<file path="src/rtl/m_axis_pkt_fifo.sv">
// AXI4-Stream master output FIFO with fill level, almost-full, overflow pulse
// and optional store-and-forward gating on TLAST.
module m_axis_pkt_fifo #(
  parameter int TDATA_WIDTH = 32,
  parameter int TUSER_WIDTH = 1,
  parameter int FIFO_DEPTH  = 16,
  parameter int AF_THRESH   = 12,
  parameter int PACKET_MODE = 0
) (
  input  logic                            M_AXIS_ACLK,
  input  logic                            M_AXIS_ARESETN,
  input  logic                            wr_en,
  input  logic [TDATA_WIDTH-1:0]          data_in,
  input  logic [TDATA_WIDTH/8-1:0]        keep_in,
  input  logic [TUSER_WIDTH-1:0]          user_in,
  input  logic                            last_in,
  output logic                            full,
  output logic                            almost_full,
  output logic [$clog2(FIFO_DEPTH):0]     fill_level,
  output logic                            overflow,
  output logic [TDATA_WIDTH-1:0]          M_AXIS_TDATA,
  output logic [TDATA_WIDTH/8-1:0]        M_AXIS_TKEEP,
  output logic [TUSER_WIDTH-1:0]          M_AXIS_TUSER,
  output logic                            M_AXIS_TLAST,
  output logic                            M_AXIS_TVALID,
  input  logic                            M_AXIS_TREADY
);

  localparam int KW = TDATA_WIDTH / 8;
  localparam int AW = $clog2(FIFO_DEPTH);
  localparam int LW = AW + 1;
  localparam int BW = TDATA_WIDTH + KW + TUSER_WIDTH + 1;

  typedef enum logic {GATE_CLOSED, GATE_OPEN} gate_t;

  logic [BW-1:0] r_mem [FIFO_DEPTH];
  logic [AW-1:0] r_wptr, r_rptr;
  logic [LW-1:0] r_fill, r_pkt_cnt;
  logic [BW-1:0] r_out;
  logic          r_valid, r_ovf;
  gate_t         r_gate;

  logic [LW-1:0] w_mem_cnt, w_pkt_next;
  logic          w_full, w_wr, w_hs, w_last_out, w_close, w_load;

  assign w_full     = (r_fill == LW'(FIFO_DEPTH));
  assign w_wr       = wr_en && !w_full;
  assign w_hs       = r_valid && M_AXIS_TREADY;
  assign w_last_out = r_out[0];
  // Beats waiting in memory, i.e. excluding the one held in the output register.
  assign w_mem_cnt  = r_fill - LW'(r_valid);

  always_comb begin
    w_pkt_next = r_pkt_cnt;
    case ({w_wr && last_in, w_hs && w_last_out})
      2'b10:   w_pkt_next = r_pkt_cnt + 1'b1;
      2'b01:   w_pkt_next = r_pkt_cnt - 1'b1;
      default: w_pkt_next = r_pkt_cnt;
    endcase
  end

  // Closing edge also suppresses the reload so TVALID falls with the TLAST handshake.
  assign w_close = (PACKET_MODE != 0) && w_hs && w_last_out &&
                   (w_pkt_next == '0) && !w_full;
  assign w_load  = (r_gate == GATE_OPEN) && !w_close && (w_mem_cnt != '0) &&
                   (!r_valid || M_AXIS_TREADY);

  always_ff @(posedge M_AXIS_ACLK) begin
    if (w_wr) r_mem[r_wptr] <= {data_in, keep_in, user_in, last_in};
  end

  always_ff @(posedge M_AXIS_ACLK or negedge M_AXIS_ARESETN) begin
    if (!M_AXIS_ARESETN) begin
      r_wptr    <= '0;
      r_rptr    <= '0;
      r_fill    <= '0;
      r_pkt_cnt <= '0;
      r_out     <= '0;
      r_valid   <= 1'b0;
      r_ovf     <= 1'b0;
    end else begin
      if (w_wr) r_wptr <= r_wptr + 1'b1;
      if (w_load) begin
        r_out   <= r_mem[r_rptr];
        r_rptr  <= r_rptr + 1'b1;
        r_valid <= 1'b1;
      end else if (w_hs) begin
        r_valid <= 1'b0;
      end
      case ({w_wr, w_hs})
        2'b10:   r_fill <= r_fill + 1'b1;
        2'b01:   r_fill <= r_fill - 1'b1;
        default: r_fill <= r_fill;
      endcase
      r_ovf     <= wr_en && w_full;
      r_pkt_cnt <= w_pkt_next;
    end
  end

  // Full forces the gate open so an over-long packet cannot deadlock the FIFO.
  always_ff @(posedge M_AXIS_ACLK or negedge M_AXIS_ARESETN) begin
    if (!M_AXIS_ARESETN) begin
      r_gate <= (PACKET_MODE != 0) ? GATE_CLOSED : GATE_OPEN;
    end else begin
      case (r_gate)
        GATE_CLOSED: if ((r_pkt_cnt != '0) || w_full) r_gate <= GATE_OPEN;
        GATE_OPEN:   if (w_close) r_gate <= GATE_CLOSED;
        default:     r_gate <= GATE_OPEN;
      endcase
    end
  end

  assign {M_AXIS_TDATA, M_AXIS_TKEEP, M_AXIS_TUSER, M_AXIS_TLAST} = r_out;
  assign M_AXIS_TVALID = r_valid;
  assign fill_level    = r_fill;
  assign full          = w_full;
  assign almost_full   = (r_fill >= LW'(AF_THRESH));
  assign overflow      = r_ovf;

endmodule

</file>
<file path="config.mk">
export PLATFORM = sky130hd
export DESIGN_NAME = m_axis_pkt_fifo
export DESIGN_NICKNAME = d
export VERILOG_FILES = /design/src/rtl/m_axis_pkt_fifo.sv
export SDC_FILE = /design/constraint.sdc
export NUM_CORES = 1
export LEC_CHECK = 0
export BUFFER_PORTS_ARGS = -buffer_cell sky130_fd_sc_hd__buf_2
export CORE_MARGIN = 2
export CORE_UTILIZATION = 51
export CTS_CLUSTER_SIZE = 10
export DETAILED_ROUTE_END_ITERATION = 6
export PLACE_DENSITY = 0.79
export SLEW_MARGIN = 20
export SYNTH_ARGS = -nofsm -noshare
export SYNTH_HDL_FRONTEND = slang
export SYNTH_SLANG_ARGS = --single-unit
</file>
<file path="constraint.sdc">
create_clock -name M_AXIS_ACLK -period 4.2 [get_ports M_AXIS_ACLK]
set_clock_uncertainty 0.15 [all_clocks]
set_input_delay 0.21 -clock M_AXIS_ACLK [delete_from_list [all_inputs] [get_ports M_AXIS_ACLK]]
set_output_delay 0.21 -clock M_AXIS_ACLK [all_outputs]
set_load 0.005 [all_outputs]
</file>
==> results of run 1 <==
==> worst register-to-register path, delay by kind of cell, from the launching register on <==
kind            cells  cell delay, ps
simple gates        6            1730
fa+ha+maj           2             670
flops               1             420
buf+inv             2             260
xor+xnor            1             140
compound gates      1             130
==> final cells by class <==
| class | count | area, sq um |
|---|---|---|
| clock inverter | 7 | 83.8 |
| clock buffer | 133 | 2220 |
| sequential | 667 | 19700 |
| fill | 3335 | 19500 |
| timing repair buffer | 158 | 1200 |
| multi-input combinational | 411 | 5450 |
| tap | 664 | 831 |
| inverter | 9 | 33.8 |
==> flip-flops by register name, summed over array words and instances, names as in the netlist <==
signal         count
overflow           1
r_wptr             4
r_rptr             4
r_out             38
r_gate             1
fill_level         5
M_AXIS_TVALID      1
r_mem            608
r_pkt_cnt          5
==> metal layers <==
| metal | vias to the layer above | wire (um) | global-route usage, % |
|---|---|---|---|
| met5 | - | 11 | 0 |
| met4 | 2 | 1150 | 7.15 |
| met2 | 612 | 27900 | 36.9 |
| met3 | 91 | 4370 | 4.72 |
| met1 | 6562 | 21500 | 29.4 |
| li1 | 5190 | - | - |
==> worst min path at each step <==
stage	startpoint	end	slack [ps]	cells past startpoint
2_1_floorplan	M_AXIS_ARESETN	M_AXIS_TVALID$_DFFE_PN0P_	-240	0
3_3_place_gp	M_AXIS_ARESETN	r_pkt_cnt[3]$_DFFE_PN0P_	260	1
3_5_place_dp	M_AXIS_ARESETN	r_pkt_cnt[3]$_DFFE_PN0P_	280	1
4_1_cts	M_AXIS_ARESETN	r_pkt_cnt[3]$_DFFE_PN0P_	180	2
5_1_grt	M_AXIS_ARESETN	r_pkt_cnt[3]$_DFFE_PN0P_	240	2
6_report	M_AXIS_ARESETN	r_pkt_cnt[3]$_DFFE_PN0P_	150	2
==> cells by family after synthesis <==
family / share of synthesized area, %
flip-flops: 77.8
adder cells (fa/ha/maj): 0.769
XOR/XNOR: 0.621
buffers and inverters: 1.32
multiplexers: 15.3
AO/OA/AOI/OAI: 3.18
AND/OR/NAND/NOR: 1.02
==> per-stage QoR <==
step,hold slack (ps),utilization [%],total power [mW]
CTS,180,60.2,20.3
global placement,261,54.7,13.9
detailed placement,281,54.7,14.1
floorplan,-236,-,12.4
finish,148,60.3,20.1
global route,237,60.3,20.9
==> cell usage in the layout (no fill, tap or decap), types with 40 or more instances in the layout <==
cell / n
a21oi_1: 43
mux2_2: 40
edfxtp_1: 608
buf_2: 87
dlygate4sd3_1: 41
mux4_2: 152
o22ai_1: 76
clkbuf_16: 81
dfrtp_1: 55
clkbuf_1: 52
==> power breakdown <==
| part | total [mW] | internal, mW | switching, mW |
|---|---|---|---|
| Sequential | 8.72 | 8.16 | 0.566 |
| Combinational | 5.27 | 2.52 | 2.75 |
| Clock | 6.12 | 3.64 | 2.47 |
==> results.py, run 1 <==
metrics = {
    "run_status": {
        "status": "completed",
    },
    "route": {
        "antenna_left": 0,
        "vias_per_cell": 6.08,
        "drt_first_pass_iters": 5,
        "totalWireLength_um": 55000,
        "route.detailed.drc": 0,
        "vias": 12457,
        "routedWlPerCell_um": 26.8,
        "drt-initial-drc-count": 1238,
    },
    "timing": {
        "tns_ps": 0,
        "slew_headroom_pct": 26.0,
        "min_period_ps": 3610,
        "worst_slew_pin_slew_ps": 1110,
        "grt_setup_unrepaired": "no",
        "hold_viol": 0,
        "max_freq_ghz": 0.277,
        "setup_viol": 0,
        "finalCritPeriodShare_pct": 86.0,
        "layout_setup_ws_ps": 588,
        "maxSlewViolCount": 0,
    },
    "final_layout": {
        "fin_cells": 2049,
        "syn_to_final_growth_pct": 16.5,
        "nNetsFinal": 1381,
        "layout-drive-gt1-share_pct": 30.4,
        "fin_area_sq_um": 29600,
        "diodes": 0,
    },
    "die": {
        "dieArea_sq_um": 51500,
        "num_rows": 81,
        "io_pins": 89,
        "core_sq_um": 49100,
        "die_h_um": 227,
        "start_util_pct": 51.7,
        "die_w_um": 227,
    },
    "global_route": {
        "grt_usage_pct": 22.1,
        "grt_max_degree": 81,
        "grt_pass1_vias": 13183,
        "grt_pass1_wl_um": 82700,
        "grt-ovfl-total": 0,
        "antenna_found_initial": 1,
    },
    "clock_tree": {
        "post_cts_buffers": 0,
        "clockBufferDepth": 3,
        "cts_buffers": 77,
        "postCtsHoldBufs": 41,
        "clock_latency_ps": 610,
        "cts_tree": "yes",
        "path_clk_slew_ps": 50,
        "cts_sinks": 667,
        "cts_resized": 0,
        "clock-root-buffer": "clkbuf_16",
        "htree_levels": 3,
    },
    "critical_path": {
        "crit_slowest_cell": "nor4_1",
        "worstSetupEndpoint": "fill_level[4]$_DFFE_PN0P_",
        "crit_arrival_ps": 3950,
        "path_cells": "nand2b_1, nor4_1, nor2b_1, inv_1, ha_1, inv_1, fa_1, nor2b_1, o21ai_0, nand3_1, or3b_2, xnor2_1",
        "cp.required_ps": 4540,
        "r2r_end": "fill_level[4]$_DFFE_PN0P_",
        "reg2reg_setup_slack_ps": 590,
        "critPathLaunchType": "flip-flop",
        "critical_path.max_stage_delay_ps": 490,
        "worstPathMaxFanout": 10,
        "cp.buffers_inverters": 2,
        "path_depth": 12,
        "timing.rr.start": "fill_level[0]$_DFFE_PN0P_",
        "crit_path_end_kind": "flip-flop",
        "rr_worst_depth": 12,
        "crit_type": "reg -> reg",
        "cp-startpoint": "fill_level[0]$_DFFE_PN0P_",
        "crit_family": "simple AND/OR/NAND/NOR gates",
    },
    "placement": {
        "gp_congestion": 0.786,
        "io_buffers": 88,
        "place_area_sq_um": 26800,
        "dp.cells": 1868,
        "place_ws_ps": 734,
        "dpl.hpwl_um": 28600,
    },
    "synthesis": {
        "synthesis.area_sq_um": 25400,
        "synth-seq-cells": 667,
        "synth_common_cells": "edfxtp_1, mux4_2, o22ai_1",
        "synth_flop_cell": "edfxtp_1",
        "yosys-top-cells-area": "edfxtp_1, mux4_2, dfrtp_1",
        "async_reset_ff_share_pct": 8.85,
        "yosysMostFrequentCell": "edfxtp_1",
        "netlist.top_cell.by_area": "edfxtp_1",
        "ys_seq_area_share_pct": 77.8,
        "syn_nets": 1210,
        "synth_top_area_share_pct": 72.0,
        "avgSynthCellArea_sq_um": 22.0,
        "synthDistinctLibCells": 40,
        "ys_warn_count": 0,
        "netlist_instances": 1153,
        "synth-edff-count": 608,
    },
    "power_and_ir_drop": {
        "peakVddDrop_v": 0.000410,
        "p_leak_nw": 9.60,
        "powerDensity_nw_per_um2": 680,
    },
    "job": {
        "drv_cap": 0,
    },
    "worst_hold_path": {
        "hold_path_class": "in -> async",
    },
}
(Power assumes the default switching activity.)
==> run 2, diff against run 1 <==
--- a/config.mk
+++ b/config.mk
@@ -5,11 +5,13 @@
 export SDC_FILE = /design/constraint.sdc
 export NUM_CORES = 1
 export LEC_CHECK = 0
+export ABC_AREA = 1
 export BUFFER_PORTS_ARGS = -buffer_cell sky130_fd_sc_hd__buf_2
 export CORE_MARGIN = 2
 export CORE_UTILIZATION = 51
 export CTS_CLUSTER_SIZE = 10
 export DETAILED_ROUTE_END_ITERATION = 6
+export HOLD_SLACK_MARGIN = 0.02
 export PLACE_DENSITY = 0.79
 export SLEW_MARGIN = 20
 export SYNTH_ARGS = -nofsm -noshare
==> run 2 against run 1 <==
  * Routed wire length is 19% higher
  * Via count grew 47%
  * Clock power is essentially flat
  * Sequential share of layout area shrank 2.8 points
  * Critical path depth shrank 5
  * Critical endpoint is now r_mem[9][34]$_DFFE_PP_
  * Largest cell class unchanged
==> results.py, run 2 <==
metrics = {
    "run_status": {
        "status": "completed",
    },
    "die": {
        "die_h_um": 234,
        "num_rows": 84,
        "dieArea_sq_um": 55000,
        "die_w_um": 234,
        "io_pins": 89,
        "start_util_pct": 51.5,
        "core_sq_um": 52600,
    },
    "route": {
        "met3WireLength_um": 7130,
        "route.detailed.drc": 0,
        "vias_per_cell": 5.73,
        "drt-initial-drc-count": 2433,
        "drt_first_pass_iters": 6,
        "antenna_left": 0,
        "highest_layer": "met4",
        "route.met2.wl_um": 30900,
        "wl_met1_um": 25000,
        "routedWlPerCell_um": 20.4,
        "totalWireLength_um": 65400,
        "vias": 18328,
    },
    "critical_path": {
        "cp.required_ps": 4360,
        "crit_arrival_ps": 3270,
        "crit_family": "simple AND/OR/NAND/NOR gates",
        "critPathLaunchType": "flip-flop",
        "crit_path_end_kind": "flip-flop",
        "path_depth": 7,
        "crit_slowest_cell": "nor2_4",
        "cp.buffers_inverters": 3,
        "path_cells": "inv_1, nand4_1, nand2_1, inv_1, nand2_1, nor2_4, buf_4",
        "rr_worst_depth": 7,
        "critical_path.max_stage_delay_ps": 830,
        "worstPathMaxFanout": 28,
        "crit_type": "reg -> reg",
    },
    "final_layout": {
        "ff_latch_area_sq_um": 19700,
        "largest_reg_flops": 608,
        "top_regs": "r_mem (608), r_out (38)",
        "post-route-util_pct": 58.7,
        "layout-drive-gt1-share_pct": 9.53,
        "final_common_cell": "nand2_1",
        "final.fill_count": 3944,
        "syn_to_final_growth_pct": 14.0,
        "regMostFlops": "r_mem",
        "diodes": 0,
        "multi_input_area_sq_um": 6570,
        "final_cell_mix": "nand2_1, edfxtp_1, nand3_1",
        "nNetsFinal": 2502,
    },
    "synthesis": {
        "synthesis.area_sq_um": 27100,
        "netlist.top_cell.by_area": "edfxtp_1",
        "synth_flop_cell": "edfxtp_1",
        "synth_common_cells": "nand2_1, edfxtp_1, nand3_1",
        "synth-edff-count": 608,
        "synth-seq-cells": 667,
        "avgSynthCellArea_sq_um": 11.6,
        "syn_nets": 2391,
        "ys_seq_area_share_pct": 72.9,
        "async_reset_ff_share_pct": 8.85,
        "synth_top_area_share_pct": 67.4,
        "yosysMostFrequentCell": "nand2_1",
        "yosys-top-cells-area": "edfxtp_1, nand2_1, nand3_1",
        "ys_warn_count": 0,
        "netlist_instances": 2334,
        "synthDistinctLibCells": 26,
    },
    "worst_hold_path": {
        "hold_path_class": "in -> async",
    },
    "timing": {
        "worst_slew_pin_slew_ps": 1180,
        "setup_viol": 0,
        "grt_setup_unrepaired": "no",
        "finalCritPeriodShare_pct": 74.1,
        "slew_headroom_pct": 21.6,
        "max_freq_ghz": 0.321,
        "min_period_ps": 3110,
        "maxSlewViolCount": 0,
        "hold_viol": 0,
        "tns_ps": 0,
    },
    "clock_tree": {
        "clock_latency_ps": 620,
        "cts_buffers": 77,
        "clock-root-buffer": "clkbuf_16",
        "clockBufferDepth": 3,
        "cts_tree": "yes",
        "htree_levels": 3,
        "cts_sinks": 667,
        "path_clk_slew_ps": 50,
    },
    "power_and_ir_drop": {
        "p_int_mw": 13.7,
        "swShare_pct": 36.1,
        "comb_power_share_pct": 32.1,
        "pwr-share-clk_pct": 28.6,
        "peakVddDrop_v": 0.000537,
        "finalPower_mw": 21.5,
        "powerDensity_nw_per_um2": 697,
        "p_leak_nw": 11.9,
        "power.switching_mw": 7.77,
        "seq_power_share_pct": 39.3,
    },
    "placement": {
        "io_buffers": 88,
        "gp_congestion": 0.854,
        "dpl.hpwl_um": 34000,
    },
    "global_route": {
        "grt_pass1_vias": 18054,
        "grt_usage_pct": 24.0,
        "grt-ovfl-total": 0,
        "grt_pass1_wl_um": 101000,
        "grt_max_degree": 215,
        "antenna_found_initial": 0,
    },
    "job": {
        "drv_cap": 0,
    },
}
[run 2: logic make-up after synthesis]
kind of cell | Yosys count | synth area share [%]
buf+inv | 168 | 3.29
flops | 667 | 72.9
simple gates | 1459 | 22.4
compound gates | 11 | 0.236
fa+ha+maj | 15 | 0.721
xor+xnor | 14 | 0.453
[run 2: path summary, 6_finish.rpt]
check                                          start                      to  slack [ps]
setup / recovery           fill_level[0]$_DFFE_PN0P_  r_mem[9][34]$_DFFE_PP_        1090
hold / removal                        M_AXIS_ARESETN    r_out[8]$_DFFE_PN0P_          50
setup reg to reg           fill_level[0]$_DFFE_PN0P_  r_mem[9][34]$_DFFE_PP_        1090
hold reg to reg                 r_out[2]$_DFFE_PN0P_    r_out[2]$_DFFE_PN0P_         320
max in group asynchronous             M_AXIS_ARESETN   r_rptr[1]$_DFFE_PN0P_        3280
min in group M_AXIS_ACLK                       wr_en      overflow$_DFF_PN0_         250
[run 2: metrics by stage]
step	std cells	instance area, sq um	hold WS (ps)	setup WS, ps
2_1_floorplan	2334	27100	-236	977
3_3_place_gp	3013	28100	256	1270
3_5_place_dp	3013	28100	269	1060
4_1_cts	3197	30900	179	1090
5_1_grt	3197	30900	127	939
6_report	3197	30900	47.5	1090
[run 2: cell type report]
class / count / share of cell area, %
timing repair buffer: 166 / 4.00
clock inverter: 4 / 0.158
tap: 688 / 2.79
inverter: 34 / 0.446
clock buffer: 139 / 7.34
sequential: 667 / 64.0
multi-input combinational: 1499 / 21.3
[run 2: metal layers]
metal / GRT usage [%] / vias to the layer above
met2: 38.3 / 1108
met4: 9.93 / 0
met1: 32.4 / 8790
li1: - / 8278
met3: 4.93 / 152
met5: 0 / -
[run 2: power by group through the flow]
stage	logic [mW]	clock network [mW]	registers (mW)
6_report	6.91	6.15	8.45
5_1_grt	7.68	6.48	8.52
4_1_cts	6.86	6.21	8.45
3_5_place_dp	6.71	0	8.57
3_3_place_gp	6.52	0	8.54
2_1_floorplan	4.80	0	8.52
[run 2: repair_timing]
| item | in CTS | in global routing |
|---|---|---|
| buffers inserted | 0 | 0 |
| hold endpoints to repair | 670 | 0 |
| hold buffers | 41 | 0 |
| gates resized for setup | 0 | 0 |
==> run 3, diff against run 2 <==
--- a/config.mk
+++ b/config.mk
@@ -5,14 +5,14 @@
 export SDC_FILE = /design/constraint.sdc
 export NUM_CORES = 1
 export LEC_CHECK = 0
-export ABC_AREA = 1
+export ABC_AREA = 0
 export BUFFER_PORTS_ARGS = -buffer_cell sky130_fd_sc_hd__buf_2
 export CORE_MARGIN = 2
 export CORE_UTILIZATION = 51
 export CTS_CLUSTER_SIZE = 10
 export DETAILED_ROUTE_END_ITERATION = 6
 export HOLD_SLACK_MARGIN = 0.02
-export PLACE_DENSITY = 0.79
+export PLACE_DENSITY = 0.77
 export SLEW_MARGIN = 20
 export SYNTH_ARGS = -nofsm -noshare
 export SYNTH_HDL_FRONTEND = slang
==> constraint.sdc (replaced) <==
create_clock -name M_AXIS_ACLK -period 3.3 [get_ports M_AXIS_ACLK]
set_clock_uncertainty 0.15 [all_clocks]
set_input_delay 0.165 -clock M_AXIS_ACLK [delete_from_list [all_inputs] [get_ports M_AXIS_ACLK]]
set_output_delay 0.165 -clock M_AXIS_ACLK [all_outputs]
set_load 0.005 [all_outputs]
==> run 3 against run 2 <==
  * Non-clock buffer count increased by 13
  * Clock-buffer cell count decreased by 9
  * Worst hold slack improved by 88 ps
  * Global-route usage decreased by 1.4 points
  * Clock power increased by 25%
  * Sequential cell count unchanged
  * Critical path depth increased by 5
  * Design area decreased by 3.8%
  * Largest power group unchanged
  * Combinational power about the same
  * Sequential power increased by 31%
  * First-iteration DRC count decreased by 45%
  * Total power increased by 20%
==> results.py, run 3 (same netlist as run 1, synthesis figures left out) <==
metrics = {
    "placement": {
        "gp_congestion": 0.738,
        "dpl.hpwl_um": 29400,
        "io_buffers": 88,
        "place_area_sq_um": 27000,
    },
    "worst_hold_path": {
        "hold_path_class": "in -> async",
    },
    "final_layout": {
        "final_common_cell": "edfxtp_1",
        "final_cell_mix": "edfxtp_1, mux4_2, buf_2",
        "layout-drive-gt1-share_pct": 31.5,
        "syn_to_final_growth_pct": 17.0,
        "nNetsFinal": 1402,
        "top_regs": "r_mem (608), r_out (38)",
        "post-route-util_pct": 60.5,
        "regMostFlops": "r_mem",
        "largest_reg_flops": 608,
        "fin_area_sq_um": 29700,
    },
    "die": {
        "start_util_pct": 51.7,
        "die_h_um": 227,
        "dieArea_sq_um": 51500,
        "io_pins": 89,
        "die_w_um": 227,
        "num_rows": 81,
        "core_sq_um": 49100,
    },
    "power_and_ir_drop": {
        "peakVddDrop_v": 0.000537,
        "comb_power_share_pct": 26.9,
        "swShare_pct": 29.1,
        "seq_power_share_pct": 43.3,
        "power.switching_mw": 7.48,
        "finalPower_mw": 25.7,
        "pwr-share-clk_pct": 29.8,
        "p_int_mw": 18.2,
        "powerDensity_nw_per_um2": 866,
        "p_leak_nw": 9.68,
    },
    "global_route": {
        "antenna_found_initial": 2,
        "grt-ovfl-total": 0,
        "grt_pass1_vias": 13258,
        "grt_max_degree": 60,
        "grt_pass1_wl_um": 84000,
        "grt_usage_pct": 22.6,
    },
    "route": {
        "vias": 12802,
        "antenna_left": 0,
        "route.detailed.drc": 0,
        "routedWlPerCell_um": 27.5,
        "drt_first_pass_iters": 5,
        "drt-initial-drc-count": 1344,
        "vias_per_cell": 6.19,
        "totalWireLength_um": 56800,
    },
    "timing": {
        "maxSlewViolCount": 0,
        "tns_ps": 0,
        "min_period_ps": 2990,
        "hold_ws_ps": 135,
        "grt_setup_unrepaired": "no",
        "hold_viol": 0,
        "worst_slew_pin_slew_ps": 993,
        "finalCritPeriodShare_pct": 90.8,
        "setup_viol": 0,
        "max_freq_ghz": 0.334,
        "slew_headroom_pct": 33.8,
    },
    "clock_tree": {
        "cts_sinks": 667,
        "clock_latency_ps": 610,
        "htree_levels": 3,
        "post_cts_buffers": 0,
        "cts_buffers": 77,
        "path_clk_slew_ps": 50,
        "clock-root-buffer": "clkbuf_16",
        "clockBufferDepth": 3,
        "cts_tree": "yes",
    },
    "run_status": {
        "status": "completed",
    },
    "critical_path": {
        "worstPathMaxFanout": 5,
        "critPathLaunchType": "flip-flop",
        "crit_slowest_cell": "or3b_2",
        "crit_type": "reg -> reg",
        "crit_path_end_kind": "flip-flop",
        "critical_path.max_stage_delay_ps": 450,
        "cp.required_ps": 3630,
        "crit_arrival_ps": 3320,
        "path_cells": "nand2b_1, nor4_2, nor2b_1, inv_1, ha_1, inv_1, fa_1, nor2b_1, o21ai_0, nand3_1, or3b_2, xnor2_1",
    },
    "job": {
        "drv_cap": 0,
    },
}
[run 3: critical path, delay by kind of cell (launching register included)]
family,cells,cell delay [ps]
AO/OA/AOI/OAI,1,100
adder cells (fa/ha/maj),2,630
flip-flops,1,430
buffers and inverters,2,180
AND/OR/NAND/NOR,6,1250
XOR/XNOR,1,130
[run 3: final timing paths]
check                      slack, ps                         to  cells after the start                      start
max reg2reg                      310  fill_level[4]$_DFFE_PN0P_                     12  fill_level[0]$_DFFE_PN0P_
min                              140  M_AXIS_TVALID$_DFFE_PN0P_                      2             M_AXIS_ARESETN
max                              310  fill_level[4]$_DFFE_PN0P_                     12  fill_level[0]$_DFFE_PN0P_
max in group asynchronous       2130      r_rptr[2]$_DFFE_PN0P_                      2             M_AXIS_ARESETN
min reg2reg                      350   r_pkt_cnt[4]$_DFFE_PN0P_                      1   r_pkt_cnt[4]$_DFFE_PN0P_
min in group M_AXIS_ACLK         190         overflow$_DFF_PN0_                      3                      wr_en
[run 3: power by group through the flow]
stage               clock, mW  combinational [mW]  sequential (mW)
finish                   7.68                6.91             11.1
global route             8.10                7.39             11.2
CTS                      7.77                6.97             11.1
detailed placement          0                6.79             11.3
global placement            0                6.63             11.2
floorplan                   0                4.88             10.9
[run 3: repair_timing]
action | in CTS | in global routing
hold buffers | 41 | 0
endpoints found under the setup margin | 0 | 1
endpoints found under the hold margin | 670 | 0
resized for setup | 0 | 1
[run 3: metrics by stage]
stage / setup slack [ps] / cells
4_1_cts: 127 / 2067
3_5_place_dp: 159 / 1889
6_report: 305 / 2068
2_1_floorplan: -90.8 / 1153
5_1_grt: 81.1 / 2068
3_3_place_gp: 272 / 1889
[run 3: cell type report]
type                            instances  area, sq um
Clock inverter                          7         85.1
Sequential cell                       667        19700
Antenna cell                            1         2.50
Fill cell                            3311        19400
Timing Repair Buffer                  179         1390
Inverter                                9         33.8
Multi-Input combinational cell        411         5450
Tap cell                              664          831
Clock buffer                          130         2160
[run 3: layer usage]
metal,wire length [um],track usage [%],vias up
met5,13,0,-
met4,1380,7.93,2
met3,4850,4.71,104
met2,28800,37.2,705
met1,21800,30.3,6760
li1,-,-,5231
